===== src/rtl/envelope_vca.sv =====
// Envelope-controlled VCA: scales signed samples by a Q1.31 gain through a two-stage
// stream pipeline. Define VCA_SMOOTH_EN to add a one-pole smoother on the gain register.
module envelope_vca #(
    parameter int SAMPLE_WIDTH   = 24,
    parameter int ENVELOPE_WIDTH = 32,
    parameter int SMOOTH_SHIFT   = 6
) (
    input  logic                      clk,
    input  logic                      rst,
    input  logic [ENVELOPE_WIDTH-1:0] envelope_in,
    input  logic [SAMPLE_WIDTH-1:0]   s_tdata,
    input  logic                      s_tvalid,
    output logic                      s_tready,
    output logic [SAMPLE_WIDTH-1:0]   m_tdata,
    output logic                      m_tvalid,
    input  logic                      m_tready,
    output logic                      active
);

    localparam int SW = SAMPLE_WIDTH;
    localparam int EW = ENVELOPE_WIDTH;
    localparam int PW = SW + EW + 1;
    localparam logic signed [PW-1:0] RND = PW'(1) <<< (EW - 2);

    logic [EW-1:0] r_gain;
    logic          r_active;
    logic          r_run;
    logic          r_s1_valid;
    logic [SW-1:0] r_s1_data;
    logic [EW-1:0] r_s1_gain;
    logic          r_m_valid;
    logic [SW-1:0] r_m_data;

    logic [EW-1:0]          w_env;
    logic [EW-1:0]          w_gain_nxt;
    logic                   w_s2_adv;
    logic                   w_s1_adv;
    logic                   w_acc;
    logic signed [PW-1:0]   w_prod;
    logic [SW-1:0]          w_res;

    // Negative-looking envelopes are clamped to unity before anything else sees them.
    assign w_env = envelope_in[EW-1] ? {1'b0, {(EW-1){1'b1}}} : envelope_in;

`ifdef VCA_SMOOTH_EN
    localparam logic [EW:0] SNAP = {{EW{1'b0}}, 1'b1} << SMOOTH_SHIFT;

    logic signed [EW:0] w_diff;
    logic [EW:0]        w_abs;
    logic [EW-1:0]      w_step;

    assign w_diff     = $signed({1'b0, w_env}) - $signed({1'b0, r_gain});
    assign w_abs      = w_diff[EW] ? -w_diff : w_diff;
    assign w_step     = EW'(w_diff >>> SMOOTH_SHIFT);
    // Result always lies between old gain and env, so modulo-EW addition is exact.
    assign w_gain_nxt = (w_abs < SNAP) ? w_env : (r_gain + w_step);
`else
    assign w_gain_nxt = w_env;
`endif

    assign w_s2_adv = ~r_m_valid | m_tready;
    assign w_s1_adv = ~r_s1_valid | w_s2_adv;
    assign s_tready = r_run & w_s1_adv;
    assign w_acc    = s_tvalid & s_tready;

    assign w_prod = $signed(r_s1_data) * $signed({1'b0, r_s1_gain});
    assign w_res  = SW'((w_prod + RND) >>> (EW - 1));

    always_ff @(posedge clk or posedge rst) begin
        if (rst) begin
            r_gain     <= '0;
            r_active   <= 1'b0;
            r_run      <= 1'b0;
            r_s1_valid <= 1'b0;
            r_s1_data  <= '0;
            r_s1_gain  <= '0;
            r_m_valid  <= 1'b0;
            r_m_data   <= '0;
        end else begin
            r_run <= 1'b1;
            if (w_acc) begin
                r_gain   <= w_gain_nxt;
                r_active <= (w_gain_nxt != '0);
            end
            // S1 samples the gain register before this edge's update.
            if (w_s1_adv) begin
                r_s1_valid <= w_acc;
                if (w_acc) begin
                    r_s1_data <= s_tdata;
                    r_s1_gain <= r_gain;
                end
            end
            if (w_s2_adv) begin
                r_m_valid <= r_s1_valid;
                if (r_s1_valid) begin
                    r_m_data <= w_res;
                end
            end
        end
    end

    assign m_tdata  = r_m_data;
    assign m_tvalid = r_m_valid;
    assign active   = r_active;

endmodule


===== config.mk =====
export PLATFORM = sky130hd
export DESIGN_NAME = envelope_vca
export DESIGN_NICKNAME = d
export VERILOG_FILES = /design/src/rtl/envelope_vca.sv
export SDC_FILE = /design/constraint.sdc
export NUM_CORES = 2
export LEC_CHECK = 0
export ABC_AREA = 1
export BUFFER_PORTS_ARGS = -buffer_cell sky130_fd_sc_hd__buf_2
export CORE_MARGIN = 2
export CORE_UTILIZATION = 43
export CTS_CLUSTER_DIAMETER = 100
export DETAILED_ROUTE_END_ITERATION = 8
export PLACE_DENSITY = 0.63
export SLEW_MARGIN = 10
export SYNTH_ARGS = -nofsm -noshare
export SYNTH_HDL_FRONTEND = slang
export SYNTH_SLANG_ARGS = --single-unit

===== constraint.sdc =====
create_clock -name clk -period 8.4 [get_ports clk]
set_input_delay 0 -clock clk [delete_from_list [all_inputs] [get_ports clk]]
set_output_delay 0 -clock clk [all_outputs]
set_load 0.01 [all_outputs]

==> flow_metrics.tcl <==
set metrics [dict create \
    start_util 0.434 \
    port_buffers 86 \
    max_freq_mhz 142 \
    synthCells 3879 \
    whs_ps 134 \
    multi_input_area_mm2 0.0218 \
    ys_seq_area_frac 0.0958 \
    path_class "reg -> reg" \
    finalCritPeriodShare 0.841 \
    fin_nets 4826 \
    synthMuxAreaShare 0 \
    yosys_warnings 0 \
    dpl.hpwl_mm 70.1 \
    status "completed" \
    synth_area_leader_cell "fa_1" \
    fin_setup_tns_ps 0 \
    endpoint_kind "flop" \
    cap_violations 0 \
    ys_seq_elements 114 \
    post_cts_buffers 0 \
    routabilityCongestion 0.951 \
    die_h_um 267 \
    postRouteAntennaNets 0 \
    clk_latency_ps 460 \
    dieArea_mm2 0.0713 \
    grt-ovfl-total 0 \
    clock_path_buffers 2 \
    vias_per_cell 4.89 \
    fill_cells 6732 \
    synth_flop_cell "dfrtp_1" \
    maxSlewHeadroom 0.251 \
    crit_start "r_s1_data[19]$_DFFE_PP0P_" \
    tightestPinTransition_ps 1120 \
    rr_startpoint "r_s1_data[19]$_DFFE_PP0P_" \
    clkSinkCount 114 \
    grt_max_degree 80 \
    dr.pass1.iters 6 \
    synth_edf_count 0 \
    drc 0 \
    required_ps 8740 \
    post_drt_wl_per_cell_um 17.6 \
    die_w_um 267 \
    post_cts_resized 0 \
    clk_pin_slew_worst_paths_ps 70 \
    critPathArrivalTime_ps 7410 \
    synth_top_family_by_area "adder cells" \
    synth-xor-area-share 0.00294 \
    min_period_ps 7070 \
    clock_skew_ps 20.9 \
    hold_viol 0 \
    avgSynthCellArea_um2 7.67 \
    seqCellArea_mm2 0.00286 \
    yosys.area.top_type_share 0.427 \
    drive_gt1_frac 0.0564 \
    core-area_mm2 0.0686 \
    cts_made_buffers 17 \
    final_max_slew_viol_count 0 \
    htree_levels 4 \
    tritoncts "done" \
    row_count 96 \
    synth-compound-area-share 0.0396 \
    grt_usage 0.255 \
    grt_pass1_vias 25300 \
    ys_async_sr_fraction 1.00 \
    grt_pass1_wl_mm 139 \
    synth-simple-area-share 0.176 \
    path_max_fanout 19 \
    hold_buffers 58 \
    finalSetupViolCount 0 \
    synth_area_mm2 0.0298 \
    root_buffer "clkbuf_16" \
    crit_path_start_kind "flop" \
    syn-num-nets 4780 \
    via_count 23800 \
    hp-start "s_tvalid" \
    syn_to_final_growth_pct 8.87 \
    rsz0062_at_grt "no" \
    min_path_type "in -> reg" \
    drt_iter0_markers 1591 \
    routed_wl_mm 85.8 \
    ys_types 39 \
    synth-adder-area-share 0.514 \
    synth_area_leaders "fa_1 (43%), inv_1 (15%), nand2_1 (14%), dfrtp_1 (9.6%), ha_1 (8.7%)" \
    antenna_found_initial 1 \
    pin_count 87 \
]
## per-stage QoR
step	setup WS [ps]	utilization	std cells	area (µm²)
after floorplan	2420	-	3879	29800
after global placement	1470	0.455	4779	31200
after detailed placement	1430	0.455	4779	31200
after CTS	1390	0.472	4869	32400
after global routing	1020	0.472	4869	32400
final	1330	0.472	4870	32400
## layout by cell type (no fill, tap or decap), drive strengths merged, types with 4 or more instances in the layout
master,instances
clkbuf,18
dlygate4sd3,58
a21oi,65
nor3,14
or2,14
nand4,16
fa,635
o21ai,132
inv,1175
a31oi,4
dfrtp,114
ha,206
nand2,1073
nor4,13
nand3,63
buf,157
a21boi,5
nor2,132
xnor2,7
o21bai,11
## synth_stat cells (2+ instances only)
cell	number
o21bai_1	11
o21ai_0	127
a21o_1	2
buf_2	3
and2_1	2
inv_1	1162
nor2_1	130
nand3_1	63
nand2_2	2
ha_1	206
clkbuf_1	180
nor4_1	12
nor3_1	13
buf_1	5
fa_1	635
a21boi_0	4
nand2_1	1071
nand3b_1	3
a21oi_1	65
a31oi_1	4
xnor2_1	7
o21a_1	2
xor2_1	3
inv_2	7
or2_2	14
nand4_1	16
o21ai_1	5
dfrtp_1	114
## kinds of logic after synthesis
family	after synthesis
buffers and inverters	1358
AND/OR/NAND/NOR	1332
adder cells (fa/ha/maj)	841
AO/OA/AOI/OAI	223
flip-flops	114
XOR/XNOR	10
other	1
## layer usage
metal	routed length, µm	vias to the layer above	GRT usage	part of all wire
met1	35900	11800	0.337	0.42
li1	-	11000	-	-
met3	5630	167	0.0359	0.066
met4	3540	0	0.0985	0.041
met2	40700	850	0.426	0.47
met5	0	-	0	0
## state kept, by name, summed over array words and instances, names as in the netlist
name and count:
r_s1_gain 31, r_s1_data 24, r_s1_valid 1, m_tvalid 1, r_run 1, r_gain 31, m_tdata 24, active 1
## critical path: stages, from the launching register on
cell and delay [ps]:
dfrtp_1 1060, buf_4 290, nand2_1 60, inv_1 100, fa_1 410, inv_1 90, fa_1 390, inv_1 80
fa_1 430, fa_1 620, fa_1 480, fa_1 490, inv_1 60, fa_1 480, inv_1 40, ha_1 310
nand2_1 90, nor2_1 310, inv_1 140, nor4_2 420, o2111ai_1 280, nand2_1 110, nand2_1 50, nand3_1 80
nand2_1 60
## area by class of cell
type,instances,area share
repair buffers,215,0.0484
clock inverters,14,0.00541
multi-input cells,2407,0.673
flip-flops and latches,114,0.0882
clock buffers,18,0.0132
inverters,1170,0.136
well taps,931,0.0359
diodes,1,0.0000772
## path summary, 6_finish.rpt
check	endpoint	slack, ps	cells after the start
max	m_tdata[7]$_DFFE_PP0P_	1330	24
min	r_s1_data[4]$_DFFE_PP0P_	130	5
max reg2reg	m_tdata[7]$_DFFE_PP0P_	1330	24
min reg2reg	m_tdata[23]$_DFFE_PP0P_	480	2
max in group asynchronous	r_s1_data[8]$_DFFE_PP0P_	6650	4
min in group asynchronous	r_gain[14]$_DFFE_PP0P_	200	3
Power is left out: the tool's default activity adds up to more than one toggle a clock period on the data nets, which glitch-free logic cannot reach.
